**src/rtl/haz_ctrl_pkg.sv**
```systemverilog
// Shared types for the pipeline stall/flush controller:
// FSM state encodings and the control-output bundle constants.
package haz_ctrl_pkg;

  typedef enum logic [1:0] {
    S_RUN      = 2'd0,
    S_LU_HOLD  = 2'd1,
    S_MDU_WAIT = 2'd2
  } state_e;

  typedef struct packed {
    logic pc_write;
    logic if_id_write;
    logic ctrl_sel;
    logic if_id_flush;
    logic id_ex_flush;
  } ctrl_out_t;

  localparam ctrl_out_t IDLE_OUT  = '{1'b1, 1'b1, 1'b1, 1'b0, 1'b0};
  localparam ctrl_out_t STALL_OUT = '{1'b0, 1'b0, 1'b0, 1'b0, 1'b0};
  localparam ctrl_out_t FLUSH_OUT = '{1'b1, 1'b1, 1'b1, 1'b1, 1'b1};

endpackage

```
**src/rtl/pipeline_stall_controller_if.sv**
```systemverilog
// Hazard-source inputs and pipeline-control outputs of the
// stall controller; slave = controller side, master = pipeline side.
interface pipeline_stall_controller_if #(
  parameter int CNT_W = 16
);
  logic             lu_hazard;
  logic             mdu_start;
  logic             mdu_done;
  logic             br_taken;
  logic             PCWrite;
  logic             IF_ID_Write;
  logic             Control_Unit_Sel;
  logic             IF_ID_Flush;
  logic             ID_EX_Flush;
  logic             mdu_timeout_err;
  logic [CNT_W-1:0] stall_cnt;
  logic [CNT_W-1:0] flush_cnt;

  modport master (
    output lu_hazard, mdu_start, mdu_done, br_taken,
    input  PCWrite, IF_ID_Write, Control_Unit_Sel,
    input  IF_ID_Flush, ID_EX_Flush, mdu_timeout_err,
    input  stall_cnt, flush_cnt
  );

  modport slave (
    input  lu_hazard, mdu_start, mdu_done, br_taken,
    output PCWrite, IF_ID_Write, Control_Unit_Sel,
    output IF_ID_Flush, ID_EX_Flush, mdu_timeout_err,
    output stall_cnt, flush_cnt
  );
endinterface

```
**src/rtl/haz_sat_counter.sv**
```systemverilog
// Saturating event counter with synchronous active-high reset.
module haz_sat_counter #(
  parameter int CNT_W = 16
) (
  input  logic             clk,
  input  logic             rst,
  input  logic             inc_i,
  output logic [CNT_W-1:0] cnt_o
);
  logic [CNT_W-1:0] cnt_q, cnt_d;

  always_comb begin
    cnt_d = cnt_q;
    if (inc_i && !(&cnt_q))
      cnt_d = cnt_q + 1'b1;
  end

  always_ff @(posedge clk) begin
    if (rst) cnt_q <= '0;
    else     cnt_q <= cnt_d;
  end

  assign cnt_o = cnt_q;
endmodule

```
**src/rtl/pipeline_stall_controller.sv**
```systemverilog
// Stall/flush sequencer: load-use, MDU wait with watchdog, branch flush.
// HAZ_PERF_CNT_EN enables the stall/flush performance counters.
module pipeline_stall_controller
  import haz_ctrl_pkg::*;
#(
  parameter int MDU_MAX_CYC = 32,
  parameter int CNT_W       = 16
) (
  input logic                         clk,
  input logic                         rst,
  pipeline_stall_controller_if.slave  bus
);
  localparam int WW = $clog2(MDU_MAX_CYC) + 1;
  localparam logic [WW-1:0] WLAST = WW'(MDU_MAX_CYC - 1);

  state_e          state_q, state_d;
  logic [WW-1:0]   wcnt_q, wcnt_d;
  logic            err_q, err_d;
  ctrl_out_t       out;
  logic            flush_ev;

  always_comb begin
    state_d  = state_q;
    wcnt_d   = wcnt_q;
    err_d    = err_q;
    out      = IDLE_OUT;
    flush_ev = 1'b0;
    unique case (state_q)
      S_RUN: begin
        if (bus.br_taken) begin
          out      = FLUSH_OUT;
          flush_ev = 1'b1;
        end else if (bus.mdu_start && bus.mdu_done) begin
          out = IDLE_OUT;
        end else if (bus.mdu_start) begin
          out     = STALL_OUT;
          state_d = S_MDU_WAIT;
          wcnt_d  = WW'(1);
        end else if (bus.lu_hazard) begin
          out     = STALL_OUT;
          state_d = S_LU_HOLD;
        end
      end
      S_LU_HOLD: begin
        state_d = S_RUN;
        if (bus.br_taken) begin
          out      = FLUSH_OUT;
          flush_ev = 1'b1;
        end
      end
      S_MDU_WAIT: begin
        if (bus.mdu_done) begin
          state_d = S_RUN;
          wcnt_d  = '0;
        end else if (wcnt_q >= WLAST) begin
          state_d = S_RUN;
          wcnt_d  = '0;
          err_d   = 1'b1;
        end else begin
          out    = STALL_OUT;
          wcnt_d = wcnt_q + 1'b1;
        end
      end
      default: begin
        state_d = S_RUN;
        wcnt_d  = '0;
      end
    endcase
    // Reset wins over everything, including an in-flight wait
    if (rst) begin
      out      = IDLE_OUT;
      flush_ev = 1'b0;
    end
  end

  always_ff @(posedge clk) begin
    if (rst) begin
      state_q <= S_RUN;
      wcnt_q  <= '0;
      err_q   <= 1'b0;
    end else begin
      state_q <= state_d;
      wcnt_q  <= wcnt_d;
      err_q   <= err_d;
    end
  end

  assign bus.PCWrite          = out.pc_write;
  assign bus.IF_ID_Write      = out.if_id_write;
  assign bus.Control_Unit_Sel = out.ctrl_sel;
  assign bus.IF_ID_Flush      = out.if_id_flush;
  assign bus.ID_EX_Flush      = out.id_ex_flush;
  assign bus.mdu_timeout_err  = err_q;

`ifdef HAZ_PERF_CNT_EN
  logic [CNT_W-1:0] stall_cnt_w, flush_cnt_w;

  haz_sat_counter #(.CNT_W(CNT_W)) u_stall_cnt (
    .clk   (clk),
    .rst   (rst),
    .inc_i (!out.pc_write),
    .cnt_o (stall_cnt_w)
  );

  haz_sat_counter #(.CNT_W(CNT_W)) u_flush_cnt (
    .clk   (clk),
    .rst   (rst),
    .inc_i (flush_ev),
    .cnt_o (flush_cnt_w)
  );

  assign bus.stall_cnt = stall_cnt_w;
  assign bus.flush_cnt = flush_cnt_w;
`else
  logic unused_flush_ev;
  assign unused_flush_ev = flush_ev;
  assign bus.stall_cnt   = '0;
  assign bus.flush_cnt   = '0;
`endif
endmodule

```
**src/flat_wrapper.sv**
```systemverilog
// flat-port wrapper written by rule: the top's interface ports become plain ports
module pipeline_stall_controller_flat import haz_ctrl_pkg::*;
#(
  parameter int MDU_MAX_CYC = 32,
  parameter int CNT_W       = 16
)
  (clk, rst, bus_lu_hazard, bus_mdu_start, bus_mdu_done, bus_br_taken, bus_PCWrite, bus_IF_ID_Write, bus_Control_Unit_Sel, bus_IF_ID_Flush, bus_ID_EX_Flush, bus_mdu_timeout_err, bus_stall_cnt, bus_flush_cnt);
  pipeline_stall_controller_if #(.CNT_W(CNT_W)) bus_i ();
  input logic clk;
  input logic rst;
  input wire logic [$bits(bus_i.lu_hazard)-1:0] bus_lu_hazard;
  input wire logic [$bits(bus_i.mdu_start)-1:0] bus_mdu_start;
  input wire logic [$bits(bus_i.mdu_done)-1:0] bus_mdu_done;
  input wire logic [$bits(bus_i.br_taken)-1:0] bus_br_taken;
  output wire logic [$bits(bus_i.PCWrite)-1:0] bus_PCWrite;
  output wire logic [$bits(bus_i.IF_ID_Write)-1:0] bus_IF_ID_Write;
  output wire logic [$bits(bus_i.Control_Unit_Sel)-1:0] bus_Control_Unit_Sel;
  output wire logic [$bits(bus_i.IF_ID_Flush)-1:0] bus_IF_ID_Flush;
  output wire logic [$bits(bus_i.ID_EX_Flush)-1:0] bus_ID_EX_Flush;
  output wire logic [$bits(bus_i.mdu_timeout_err)-1:0] bus_mdu_timeout_err;
  output wire logic [$bits(bus_i.stall_cnt)-1:0] bus_stall_cnt;
  output wire logic [$bits(bus_i.flush_cnt)-1:0] bus_flush_cnt;
  assign bus_i.lu_hazard = bus_lu_hazard;
  assign bus_i.mdu_start = bus_mdu_start;
  assign bus_i.mdu_done = bus_mdu_done;
  assign bus_i.br_taken = bus_br_taken;
  assign bus_PCWrite = bus_i.PCWrite;
  assign bus_IF_ID_Write = bus_i.IF_ID_Write;
  assign bus_Control_Unit_Sel = bus_i.Control_Unit_Sel;
  assign bus_IF_ID_Flush = bus_i.IF_ID_Flush;
  assign bus_ID_EX_Flush = bus_i.ID_EX_Flush;
  assign bus_mdu_timeout_err = bus_i.mdu_timeout_err;
  assign bus_stall_cnt = bus_i.stall_cnt;
  assign bus_flush_cnt = bus_i.flush_cnt;
  pipeline_stall_controller #(.MDU_MAX_CYC(MDU_MAX_CYC), .CNT_W(CNT_W)) u_core (.clk(clk), .rst(rst), .bus(bus_i));
endmodule
```
**config.mk**
```make
export PLATFORM = sky130hd
export DESIGN_NAME = pipeline_stall_controller_flat
export DESIGN_NICKNAME = d
export VERILOG_FILES = /design/src/rtl/haz_ctrl_pkg.sv /design/src/rtl/pipeline_stall_controller_if.sv /design/src/rtl/haz_sat_counter.sv /design/src/rtl/pipeline_stall_controller.sv /design/src/flat_wrapper.sv
export SDC_FILE = /design/constraint.sdc
export NUM_CORES = 1
export LEC_CHECK = 0
export ABC_AREA = 1
export BUFFER_PORTS_ARGS = -buffer_cell sky130_fd_sc_hd__buf_2
export CORE_MARGIN = 5
export CORE_UTILIZATION = 40
export DETAILED_ROUTE_END_ITERATION = 8
export GPL_ROUTABILITY_DRIVEN = 0
export HOLD_SLACK_MARGIN = 0.1
export PLACE_DENSITY = 0.81
export SETUP_SLACK_MARGIN = 0.4
export SLEW_MARGIN = 30
export SYNTH_ARGS = -nofsm -noshare
export SYNTH_HDL_FRONTEND = slang
export SYNTH_SLANG_ARGS = --single-unit
```
**constraint.sdc**
```tcl
create_clock -name clk -period 2.2 [get_ports clk]
set_clock_uncertainty 0.1 [all_clocks]
set_input_delay 0.44 -clock clk [delete_from_list [all_inputs] [get_ports clk]]
set_output_delay 0.44 -clock clk [all_outputs]
set_load 0.005 [all_outputs]
```
==> run_results.csv <==
group,metric,value,unit
drt,routedWlPerCell,9.71,microns
pwr,p_sw_share,32.5,%
yosys,async_flop_share,0,%
drt,routed_wl,1620,microns
drt,drc,0,
timing,tns,0,ns
die,start_util,41.0,%
status,status,"completed",
die,ios,44,
setup_path,path_max_fanout,3,
timing,post-route-worst-setup-slack,0.284,ns
finish,n_antenna_cell,0,
die,core,1900,sq um
drt,drt_pass1_iterations,4,
timing,hold_viol_final,0,
die,die_x,54.1,microns
clock_network,numCtsBuffers,3,
placed_design,dp_cells,153,
clock_network,cts_tree,"built",
setup_path,crit_required,1.66,ns
setup_path,startpoint_type,"flip-flop",
finish,fillers,206,
pwr,comb_power_share,24.5,%
drt,via_count,667,
finish,stdcell_count,167,
timing,fin_crit,1.92,ns
placed_design,io_buffers,11,
pwr,p_int,277,uW
pwr,p_switching,133,uW
global_route,grt_first_pass_wirelength,2290,microns
yosys,synth_edf_count,0,
timing,slew_viol_final,0,
global_route,overflow,0,
placed_design,place_ws,0.388,ns
setup_path,critPathCaptureType,"output pin",
yosys,synth_seq_cells,9,
global_route,grt_max_degree,10,
setup_path,critPathKind,"flip-flop to output pin",
timing,max_freq,0.522,GHz
finish,nNetsFinal,148,
pwr,ir_worst_vdd,275,uV
yosys,postSynthAreaPerCell,6.55,sq um
finish,drive_above_1_share,27.1,%
timing,min_period_over_period,87.1,%
min_path,hp-class,"input pin to flip-flop",
clock_network,clockBufferDepth,2,
run,cap_violations,0,
global_route,grt_usage,10.9,%
finish,seq_area,183,sq um
yosys,yosysWarnings,0,
clock_network,root_buffer,"clkbuf_4",
die,die-area,2930,sq um
pwr,p_clk_share,31.3,%
setup_path,crit_arrival,1.38,ns
die,fp-row-count,16,
yosys,ys_seq_area_share,23.1,%
finish,multi_input_area,415,sq um
global_route,antenna_found_initial,0,
pwr,powerDensity,484,nW/um^2
clock_network,clk_pin_slew,0.06,ns
yosys,synth_cell_types,18,
timing,setup_viol,0,
clock_network,cts_sinks,9,
pwr,pwr-share-seq,44.2,%
finish,area_growth,8.83,%
die,fp.dieH,54.1,microns
drt,viasPerCell,3.99,
yosys,synthCells,119,
global_route,grt_pass1_vias,591,
placed_design,dp.final_hpwl,1100,microns
timing,rsz0062_at_grt,"yes",
drt,ant_nets,0,
pwr,power.leakage,0.000464,uW
clock_network,htreeDepth,1,
clock_network,clk_latency,0.26,ns
drt,drtIter0Drc,12,
yosys,netlist_area,779,sq um
yosys,ys.flop_type,"dfxtp_1",
-- registers in the layout (all words and copies together), names as in the netlist --
signal and flops:
u_core.bus.mdu_timeout_err 1, u_core.state_q 2, u_core.wcnt_q 6
-- repair_timing --
item,CTS,global route
resized for setup,6,2
endpoints found under the setup margin,3,4
hold buffers,0,0
buffers inserted,9,1
pin swaps,1,1
-- path summary, 6_finish.rpt --
check	startpoint	end	slack (ns)	depth (start not counted)
worst max-delay path	u_core.wcnt_q[1]	bus_IF_ID_Write	0.28	8
worst min-delay path	rst	u_core.wcnt_q[5]	0.34	2
worst max register to register	u_core.wcnt_q[1]	u_core.bus.mdu_timeout_err	0.33	13
worst min register to register	u_core.bus.mdu_timeout_err	u_core.bus.mdu_timeout_err	0.39	2
-- power by group through the flow --
stage	logic [uW]	clock network, uW	registers [uW]
finish	101	128	181
global route	116	140	182
CTS	97.1	132	181
detailed placement	90.9	0	182
global placement	87.9	0	181
floorplan	114	0	180
-- synthesized netlist by cell type (2+ instances only) --
cell type / n / area (sq um)
o21ai_0: 2 / 10.0
buf_4: 35 / 263
nand3_1: 6 / 30.0
nor2_2: 3 / 18.8
dfxtp_1: 9 / 180
a21oi_1: 3 / 15.0
inv_1: 15 / 56.3
nor2_1: 14 / 52.6
nand2_1: 21 / 78.8
nand2_2: 3 / 18.8
-- layout make-up --
type	count	share of cell area, %
Sequential cell	9	21.5
Tap cell	27	3.98
Multi-Input combinational cell	90	49.0
Inverter	16	7.08
Timing Repair Buffer	21	15.3
Clock buffer	4	3.10
-- placed cells by master (no fill, tap or decap) --
master | synthesis | layout
o21ai_0 | 2 | 1
conb_1 | 1 | 32
nand3_1 | 6 | 5
dfxtp_2 | 0 | 2
nor2_2 | 3 | 5
nand2_1 | 21 | 21
nand4_1 | 1 | 1
ha_4 | 0 | 1
inv_1 | 15 | 15
inv_2 | 1 | 1
nand2_4 | 1 | 1
nor3_1 | 1 | 1
clkbuf_4 | 0 | 3
a21oi_1 | 3 | 3
buf_2 | 0 | 11
o21ai_1 | 0 | 1
clkbuf_1 | 0 | 1
dfxtp_1 | 9 | 7
a31oi_1 | 1 | 1
nand2_2 | 3 | 3
nand3_2 | 0 | 1
a211oi_1 | 1 | 1
buf_4 | 35 | 10
nor2_1 | 14 | 12
-- cell families after synthesis --
family,count (synthesis),share of synthesized area [%]
simple gates,50,28.4
other cells,1,0.481
fa+ha+maj,1,1.60
compound gates,7,4.98
buf+inv,51,41.4
flops,9,23.1
-- critical path, cell delays in order, from the launching register on --
cell and delay, ns:
dfxtp_2 0.34, ha_4 0.16, nand3_2 0.08, nor2_2 0.05, nor2_2 0.09, inv_1 0.07, o21ai_1 0.11, nand2_1 0.08
buf_2 0.14
-- metal layers --
layer  track usage, %  share of wire, %  vias to the layer above
met5                0                 0                        -
met4             5.81               2.4                        0
met3             5.26                14                        4
met2             20.1                52                       43
met1             9.42                32                      285
li1                 -                 -                      335
-- metrics by stage --
step           util, %  total power (uW)  hold slack (ns)  area, sq um
6_report          44.6               410            0.343          848
5_1_grt           44.6               439            0.335          848
4_1_cts           43.9               409            0.339          836
3_5_place_dp      38.0               273            0.370          722
3_3_place_gp      38.0               269            0.378          722
2_1_floorplan        -               294            0.360          896
(Power assumes the default switching activity.)
